File: config.mk
export PLATFORM = sky130hd
export DESIGN_NAME = bit_deserializer_flat
export DESIGN_NICKNAME = d
export VERILOG_FILES = /design/src/rtl/bit_deser_pkg.sv /design/src/rtl/bit_deser_if.sv /design/src/rtl/bit_deser_shift_reg.sv /design/src/rtl/bit_deserializer.sv /design/src/flat_wrapper.sv
export SDC_FILE = /design/constraint.sdc
export NUM_CORES = 1
export LEC_CHECK = 0
export CAP_MARGIN = 30
export CORE_UTILIZATION = 49
export CTS_BUF_LIST = sky130_fd_sc_hd__clkbuf_8 sky130_fd_sc_hd__clkbuf_16
export CTS_CLUSTER_DIAMETER = 40
export DETAILED_ROUTE_END_ITERATION = 10
export GPL_TIMING_DRIVEN = 0
export PLACE_DENSITY_LB_ADDON = 0.3
export SLEW_MARGIN = 20
export SYNTH_ARGS = -nofsm -noshare
export SYNTH_HDL_FRONTEND = slang
export SYNTH_SLANG_ARGS = --single-unit
File: constraint.sdc
create_clock -name i_clk -period 2.1 [get_ports i_clk]
set_input_delay 0.21 -clock i_clk [delete_from_list [all_inputs] [get_ports i_clk]]
set_output_delay 0.21 -clock i_clk [all_outputs]
set_load 0.02 [all_outputs]
File: src/rtl/bit_deser_pkg.sv
// Shared types and constants for the bit deserializer.
// Optional parity support is enabled by defining BIT_DESER_PARITY_EN.
package bit_deser_pkg;

    typedef enum logic [1:0] {
        IDLE   = 2'd0,
        SHIFT  = 2'd1,
        PARITY = 2'd2
    } state_e;

    localparam int DEFAULT_WIDTH = 8;

`ifdef BIT_DESER_PARITY_EN
    localparam bit PARITY_EN = 1'b1;
`else
    localparam bit PARITY_EN = 1'b0;
`endif

endpackage

File: src/rtl/bit_deser_if.sv
// Serial input and word output bundle of the bit deserializer.
// o_parity_err exists only when BIT_DESER_PARITY_EN is defined.
interface bit_deser_if
    import bit_deser_pkg::*;
#(
    parameter int WIDTH = DEFAULT_WIDTH
);
    logic             i_bit;
    logic             i_bit_valid;
    logic             i_frame_start;
    logic [WIDTH-1:0] o_word;
    logic             o_word_valid;
    logic             i_word_ready;
    logic             o_frame_err;
    logic             o_overrun;
`ifdef BIT_DESER_PARITY_EN
    logic             o_parity_err;
`endif

    // Word handshake: a word transfers on every rising edge where
    // o_word_valid and i_word_ready are both high; o_word is held stable
    // while o_word_valid is high and the transfer has not yet happened.
    modport slave (
`ifdef BIT_DESER_PARITY_EN
        output o_parity_err,
`endif
        input  i_bit, i_bit_valid, i_frame_start, i_word_ready,
        output o_word, o_word_valid, o_frame_err, o_overrun
    );

    modport master (
`ifdef BIT_DESER_PARITY_EN
        input  o_parity_err,
`endif
        output i_bit, i_bit_valid, i_frame_start, i_word_ready,
        input  o_word, o_word_valid, o_frame_err, o_overrun
    );

endinterface

File: src/rtl/bit_deser_shift_reg.sv
// MSB-first shift register with bit counter; start reloads with one bit,
// clear empties it, count_done flags that the next shift is the last data bit.
module bit_deser_shift_reg
    import bit_deser_pkg::*;
#(
    parameter int WIDTH = DEFAULT_WIDTH,
    localparam int CW = $clog2(WIDTH + 1)
) (
    input  logic             clk,
    input  logic             rst_n,
    input  logic             clear,
    input  logic             start,
    input  logic             shift,
    input  logic             bit_in,
    output logic [WIDTH-1:0] data,
    output logic             count_done
);

    logic [WIDTH-1:0] sr_q, sr_d;
    logic [CW-1:0]    cnt_q, cnt_d;

    always_comb begin
        sr_d  = sr_q;
        cnt_d = cnt_q;
        if (clear) begin
            sr_d  = '0;
            cnt_d = '0;
        end else if (start) begin
            sr_d  = {{(WIDTH-1){1'b0}}, bit_in};
            cnt_d = CW'(1);
        end else if (shift) begin
            sr_d  = {sr_q[WIDTH-2:0], bit_in};
            cnt_d = cnt_q + CW'(1);
        end
    end

    always_ff @(posedge clk) begin
        if (!rst_n) begin
            sr_q  <= '0;
            cnt_q <= '0;
        end else begin
            sr_q  <= sr_d;
            cnt_q <= cnt_d;
        end
    end

    assign data       = sr_q;
    assign count_done = (cnt_q == CW'(WIDTH - 1));

endmodule

File: src/rtl/bit_deserializer.sv
// Framed MSB-first serial-to-parallel converter with valid/ready word output.
// Define BIT_DESER_PARITY_EN to consume a trailing even-parity bit per word.
module bit_deserializer
    import bit_deser_pkg::*;
#(
    parameter int WIDTH = DEFAULT_WIDTH
) (
    input  logic        i_clk,
    input  logic        i_rst_n,
    bit_deser_if.slave  bus,
    output state_e      o_dbg_state
);

    state_e           state_q, state_d;
    logic             sr_clear, sr_start, sr_shift, sr_done;
    logic [WIDTH-1:0] sr_data;
    logic             complete, frame_err_d, frame_err_q;
    logic [WIDTH-1:0] complete_word, word_q, word_d;
    logic             valid_q, valid_d, overrun_q, overrun_d;
    logic             qual, fstart;

    assign qual   = bus.i_bit_valid;
    assign fstart = bus.i_bit_valid & bus.i_frame_start;

    bit_deser_shift_reg #(.WIDTH(WIDTH)) u_shift (
        .clk        (i_clk),
        .rst_n      (i_rst_n),
        .clear      (sr_clear),
        .start      (sr_start),
        .shift      (sr_shift),
        .bit_in     (bus.i_bit),
        .data       (sr_data),
        .count_done (sr_done)
    );

    always_ff @(posedge i_clk) begin
        if (!i_rst_n) state_q <= IDLE;
        else          state_q <= state_d;
    end

    always_comb begin
        state_d = state_q;
        unique case (state_q)
            IDLE:    if (fstart) state_d = SHIFT;
            SHIFT:   if (qual && !fstart && sr_done) state_d = PARITY_EN ? PARITY : IDLE;
            PARITY:  if (qual) state_d = fstart ? SHIFT : IDLE;
            default: state_d = IDLE;
        endcase
    end

    // A frame start always wins, even on the bit that would finish a word.
    always_comb begin
        sr_clear    = 1'b0;
        sr_start    = 1'b0;
        sr_shift    = 1'b0;
        complete    = 1'b0;
        frame_err_d = 1'b0;
        unique case (state_q)
            IDLE: sr_start = fstart;
            SHIFT: begin
                if (fstart) begin
                    sr_start    = 1'b1;
                    frame_err_d = 1'b1;
                end else if (qual && sr_done && !PARITY_EN) begin
                    complete = 1'b1;
                    sr_clear = 1'b1;
                end else if (qual) begin
                    sr_shift = 1'b1;
                end
            end
            PARITY: begin
                if (fstart) begin
                    sr_start    = 1'b1;
                    frame_err_d = 1'b1;
                end else if (qual) begin
                    complete = 1'b1;
                    sr_clear = 1'b1;
                end
            end
            default: ;
        endcase
    end

    // With parity the data is already fully shifted in; without it the
    // incoming bit is the word's LSB.
    assign complete_word = PARITY_EN ? sr_data : {sr_data[WIDTH-2:0], bus.i_bit};

`ifdef BIT_DESER_PARITY_EN
    logic parity_err_q, parity_err_d;
`endif

    always_comb begin
        word_d    = word_q;
        valid_d   = valid_q & ~bus.i_word_ready;
        overrun_d = overrun_q;
`ifdef BIT_DESER_PARITY_EN
        parity_err_d = parity_err_q;
`endif
        if (complete) begin
            if (!valid_q || bus.i_word_ready) begin
                word_d  = complete_word;
                valid_d = 1'b1;
`ifdef BIT_DESER_PARITY_EN
                parity_err_d = (^sr_data) ^ bus.i_bit;
`endif
            end else begin
                overrun_d = 1'b1;
            end
        end
    end

    always_ff @(posedge i_clk) begin
        if (!i_rst_n) begin
            word_q      <= '0;
            valid_q     <= 1'b0;
            overrun_q   <= 1'b0;
            frame_err_q <= 1'b0;
`ifdef BIT_DESER_PARITY_EN
            parity_err_q <= 1'b0;
`endif
        end else begin
            word_q      <= word_d;
            valid_q     <= valid_d;
            overrun_q   <= overrun_d;
            frame_err_q <= frame_err_d;
`ifdef BIT_DESER_PARITY_EN
            parity_err_q <= parity_err_d;
`endif
        end
    end

    assign bus.o_word       = word_q;
    assign bus.o_word_valid = valid_q;
    assign bus.o_overrun    = overrun_q;
    assign bus.o_frame_err  = frame_err_q;
`ifdef BIT_DESER_PARITY_EN
    assign bus.o_parity_err = parity_err_q;
`endif
    assign o_dbg_state = state_q;

endmodule

File: src/flat_wrapper.sv
// flat-port wrapper written by rule: the top's interface ports become plain ports
module bit_deserializer_flat import bit_deser_pkg::*;
#(
    parameter int WIDTH = DEFAULT_WIDTH
)
  (i_clk, i_rst_n, o_dbg_state, bus_i_bit, bus_i_bit_valid, bus_i_frame_start, bus_i_word_ready, bus_o_word, bus_o_word_valid, bus_o_frame_err, bus_o_overrun);
  bit_deser_if #(.WIDTH(WIDTH)) bus_i ();
  input  logic i_clk;
  input  logic i_rst_n;
  output state_e o_dbg_state;
  input wire logic [$bits(bus_i.i_bit)-1:0] bus_i_bit;
  input wire logic [$bits(bus_i.i_bit_valid)-1:0] bus_i_bit_valid;
  input wire logic [$bits(bus_i.i_frame_start)-1:0] bus_i_frame_start;
  input wire logic [$bits(bus_i.i_word_ready)-1:0] bus_i_word_ready;
  output wire logic [$bits(bus_i.o_word)-1:0] bus_o_word;
  output wire logic [$bits(bus_i.o_word_valid)-1:0] bus_o_word_valid;
  output wire logic [$bits(bus_i.o_frame_err)-1:0] bus_o_frame_err;
  output wire logic [$bits(bus_i.o_overrun)-1:0] bus_o_overrun;
  assign bus_i.i_bit = bus_i_bit;
  assign bus_i.i_bit_valid = bus_i_bit_valid;
  assign bus_i.i_frame_start = bus_i_frame_start;
  assign bus_i.i_word_ready = bus_i_word_ready;
  assign bus_o_word = bus_i.o_word;
  assign bus_o_word_valid = bus_i.o_word_valid;
  assign bus_o_frame_err = bus_i.o_frame_err;
  assign bus_o_overrun = bus_i.o_overrun;
  bit_deserializer #(.WIDTH(WIDTH)) u_core (.i_clk(i_clk), .i_rst_n(i_rst_n), .bus(bus_i), .o_dbg_state(o_dbg_state));
endmodule
---- Yosys cells after proc, flatten, opt, wreduce, memory -nomap -nowiden ----
Cells that the tools add are included.
cells by class
  $add $sub $neg .......................... 1
  equal/unequal tests ..................... 6
  mux-type cells .......................... 21
  bitwise logic cells ..................... 5
  reduce and logical (&&, ||, !) cells .... 15
operator list
  cell                                           number
  two-way mux 1 bit                              15
  two-way mux 2 bit                              3
  case mux 2 bit (3 select lines)                1
  AND reduction 2 bit                            3
  adder 4 x 1 -> 4 bit, second input constant    1
  == test 4 x 3 -> 1 bit, second input constant  1
  != test 2 x 1 -> 1 bit, second input constant  2
  case mux 1 bit (2 select lines)                2
  OR reduction 2 bit                             2
  logical AND 1 bit                              3
  NOT 1 bit                                      3
  AND reduction 3 bit                            1
  OR reduction 3 bit                             1
  AND 1 bit                                      2
  == test 2 x 1 -> 1 bit, second input constant  1
  == test 2 bit, second input constant           1
  zero test 1 bit                                2
  zero test 2 bit                                1
  != test 2 bit, second input constant           1
  nonzero test 2 bit                             1
  logical OR 1 bit                               1
storage, ports and cells
  bits in registers ....................... 24
  logic and storage cells ................. 57

---- Depth between registers and ports, before layout ----
  depth in word-level cells ............... 7
  depth in mapped cells ................... 5
  gate-level depth less buffers ........... 4

---- Hierarchy ----
A second synthesis with hierarchy kept.
unflattened totals
  cell total of the unflattened synthesis .. 100
  area, all modules ....................... 1011.0 µm²
modules (own cells, without submodules)
  module               times used  cells an instance  area an instance (µm²)  sequential area each (µm²)
  bit_deser_shift_reg  1           47                 508.0                   240.2
  bit_deserializer     1           53                 503.0                   240.2

---- Worst setup path before layout ----
Ideal clock, no wire load.
  path kind ............................... flip-flop to flip-flop
  start ................................... reg u_core.u_shift.cnt_q[0]
  end ..................................... reg u_core.u_shift.cnt_q[3]
  library setup time ...................... 0.073 ns
  data arrival time ....................... 1.500 ns
  slack ................................... 0.526 ns
  cell stages (with the launch flop) ...... 6
  path buffers ............................ 1
  cells stage by stage .................... dfxtp_1 -> ha_1 -> and3b_1 -> buf_6 -> or4_1 -> a21oi_1
on the way
  longest elaborated chain between the ends .. 6
  elaborated cells between the ends (all ways) .. 10
RTL lines
  what                             RTL line                   text
  start, declared                  bit_deser_shift_reg.sv:20  logic [CW-1:0] cnt_q, cnt_d;
  start signal, assigned           bit_deser_shift_reg.sv:43  cnt_q <= cnt_d;
  == test 4 x 3 -> 1 bit           bit_deser_shift_reg.sv:48  assign count_done = (cnt_q == CW'(WIDTH - 1));
  logical AND 1 bit                bit_deserializer.sv:64     end else if (qual && sr_done && !PARITY_EN) begin
  two-way mux 1 bit                bit_deserializer.sv:64
  two-way mux 1 bit                bit_deserializer.sv:61     if (fstart) begin
  case mux 1 bit (2 select lines)  bit_deserializer.sv:58     unique case (state_q)
  OR reduction 3 bit (no line)     n/a
Parallel ways exist; a longest one is shown, timed or not.
A chain may end at the register's enable or synchronous reset.

---- Worst setup path after layout ----
Ends and elaborated chain as after synthesis.

==> metrics.md <==
| Metric | Value |
|---|---|
| Syn Std Cell Area | around 1000 um2 |
| RSZ-0062 raised after global routing | no |
| Clk_lat worst skew | roughly 0.27 ns |
| Biggest cell delay along the critical path | approximately 0.5 ns |
| Clk_skew | between 0.004 and 0.005 ns |
| Chip height | around 47 um |
| Maxcap violations | 0 |
| Starting density of the core | a little under three fifths |
| Final period util | 79.9% |
| Layout cells sized above 1 | between 7 and 8% |
| Worst-path clk slew | around 0.080 ns |
| Vias in the first global route | 660 |
| Initial antenna violation count | 0 |
| H-tree depth | 1 |
| Startpoint types | register |
| Final nets | between 100 and 150 |
| Largest net degree at the start of global routing | 14 |
| Sequential element share of the synthesized area | 45.9% |
| Port Buffers | 17 |
| Fin util | roughly two thirds |
| Hold buffers post-CTS | 0 |
| Post CTS Setup Buffer Count | 0 |
| Status | completed |
| Via count | around 860 |
| Clk root buf | clkbuf_8 |
| Largest cells by area after synthesis | dfxtp_1 46%, mux2i_1 8.0%, nand2_1 7.1%, a21oi_1 5.5%, o21ai_0 5.0% |
| Detail Route Antenna Nets | 0 |
| Static Leak | 0.439 nW |
| DP Cell Count | around 150 |
| Syn_area_per_cell | ~9.0 um2 |
| Setup TNS | 0 ns |
| Yosys warnings | 0 |
| Clock sinks | 23 |
| Pins Over Slew Limit | 0 |
| Synth-to-layout area growth | 24.7% |
| Flip-flop and latch area | 460 um2 |
| Dominant cell type by area after synthesis | dfxtp_1 |
| Maximum VDD drop | ~0.43 mV |
| Core area | approximately 1800 um2 |
| Critical path class | register to register |
| Gr ovfl total | 0 |
| Slew of the pin with the lowest slew margin | around 0.62 ns |
| WHS | 0.462 ns |
| Vias per Instance | between 5 and 6 |
| Overall routing resource usage | between 10% and 20% |
| Syn nets | 118 |
| Critical path required time | roughly 2.3 ns |
| TritonCTS clock tree | yes |
| Violation count after the first detailed-route iteration | 27 |
| Routed WL | ~1.9 mm |
| Setup violators final | 0 |
| CTS Buf Count | 3 |
| Max FO, Critical Path | 10 |
| Synthesized flop and latch total | 23 |
| Syn Inst Count | 111 |
| IO Pins | 19 |
| Die W | 47.2 um |
| Top-area cell type share of the netlist area | 45.9% |
| Final Instance Count excl. Fillers | approximately 160 |
| Minimum clock period | around 1.7 ns |
| Worst setup margin | 0.421 ns |
| CP Capture Type | register |
| DR pass1 iterations | 4 |
| Power density cells | just over 600 nW/um2 |
| Crit path DAT | about 1.9 ns |
| Row cnt | 15 |
| Residual DRC count | 0 |
| Area of the multi-input gates | slightly above 500 um2 |
| Fin. Hold Viols | 0 |
| Max stage delay cell, worst path | or4_1 |
| Final HPWL DP | 1.38 mm |
| Rel. slew slack | 58.6% |
| Area after DPL | around 1200 um2 |
| Maximum buffer depth of the clock tree | 2 |
| Fin area | approximately 1200 um2 |
| DR WL/cell | 11.9 um |
| # fillers | between 100 and 150 |
| Diodes inserted | 0 |
| Die ar. | ~2200 um2 |
| HP Class | register to register |
| Global-route wire length before repair | 2.97 mm |
| Fmax | slightly below 0.6 GHz |
| Total power | a little under 0.8 mW |
| Placement Setup Slack | 0.239 ns |
| Cells along the critical path | ha_1, and3b_1, buf_6, or4_1, a21oi_1 |
| Synth cell types | 28 |
| Routability cong. | roughly 0.8 |
| Resize count post-CTS | 0 |
[cell usage in the layout, fill, tap and decap left out, types with 2 or more instances in the layout]
cell	Yosys	final
dfxtp_1	23	23
nand2_1	19	19
clkdlybuf4s50_1	0	17
a21oi_1	11	11
o21ai_0	10	10
nand3_1	9	9
mux2i_1	8	8
clkbuf_1	4	4
o21a_1	3	3
nor2_1	3	3
clkbuf_8	0	3
nand3b_1	2	2
and3b_1	2	2
[area by class of cell]
cell class                      count  share of cell area (%)
Tap cell                           25                    2.50
Multi-Input combinational cell     81                    40.3
Timing Repair Buffer               17                    13.6
Buffer                              6                    2.70
Clock inverter                      1                   0.400
Sequential cell                    23                    36.8
Clock buffer                        3                    3.30
Inverter                            1                   0.300
[kinds of logic (layout without fill, tap and decap cells)]
logic type | Yosys count | after routing | synth area share (%)
AOI/OAI and AO/OA | 28 | 28 | 16.2
adders and majority gates | 1 | 1 | 1.25
buffers and inverters | 7 | 28 | 3.74
DFF | 23 | 23 | 45.9
muxes | 8 | 8 | 7.99
other | 1 | 1 | 0.374
and+or+nand+nor | 43 | 43 | 24.5
[flip-flops by register name, summed over array words and instances, names as in the netlist]
register	flops
u_core.bus.o_word	8
u_core.u_shift.data	7
u_core.u_shift.cnt_q	4
u_core.bus.o_frame_err	1
u_core.bus.o_overrun	1
u_core.bus.o_word_valid	1
u_core.o_dbg_state	1
[power breakdown]
group | switching (mW) | total [mW] | internal, mW
registers | 0.00548 | 0.446 | 0.440
clock network | 0.143 | 0.275 | 0.133
logic | 0.0265 | 0.0484 | 0.0219
total | 0.175 | 0.769 | 0.595
[synth_stat cells]
library cell / n
nand4b_4: 1
o221a_2: 1
inv_1: 1
a21oi_1: 11
a21bo_2: 1
nor3_4: 1
o21a_1: 3
nor2_1: 3
nand3_1: 9
o21ai_0: 10
clkbuf_1: 4
buf_4: 1
ha_1: 1
nand3b_1: 2
nand4bb_1: 1
nor2b_1: 1
a31oi_1: 1
nand2_1: 19
conb_1: 1
or4_1: 1
or3_1: 1
mux2i_1: 8
nand2b_1: 1
nor3b_1: 1
and3b_1: 2
buf_6: 1
o211ai_1: 1
dfxtp_1: 23
[critical path, delay by kind of cell (launching register included)]
kind                     cells  cell delay [ns]
adder cells (fa/ha/maj)      1             0.28
buffers and inverters        1             0.13
AO/OA/AOI/OAI                1             0.15
AND/OR/NAND/NOR              2             0.72
flip-flops                   1             0.34
[path summary, 6_finish.rpt]
check	startpoint	to	slack [ns]	cells past startpoint
worst max-delay path	u_core.u_shift.cnt_q[0]	u_core.u_shift.cnt_q[3]	0.42	5
worst min-delay path	u_core.bus.o_word[1]	u_core.bus.o_word[1]	0.46	2
worst max register to register	u_core.u_shift.cnt_q[0]	u_core.u_shift.cnt_q[3]	0.42	5
worst min register to register	u_core.bus.o_word[1]	u_core.bus.o_word[1]	0.46	2
[per-layer routing]
layer	up-vias	part of all wire [%]	global-route usage (%)
met5	-	0	0
met4	0	2.7	15.4
met3	4	2.8	2.31
met2	20	44	27.9
met1	403	50	27.2
li1	430	-	-
No activity file was read; power rests on OpenSTA's default activity.
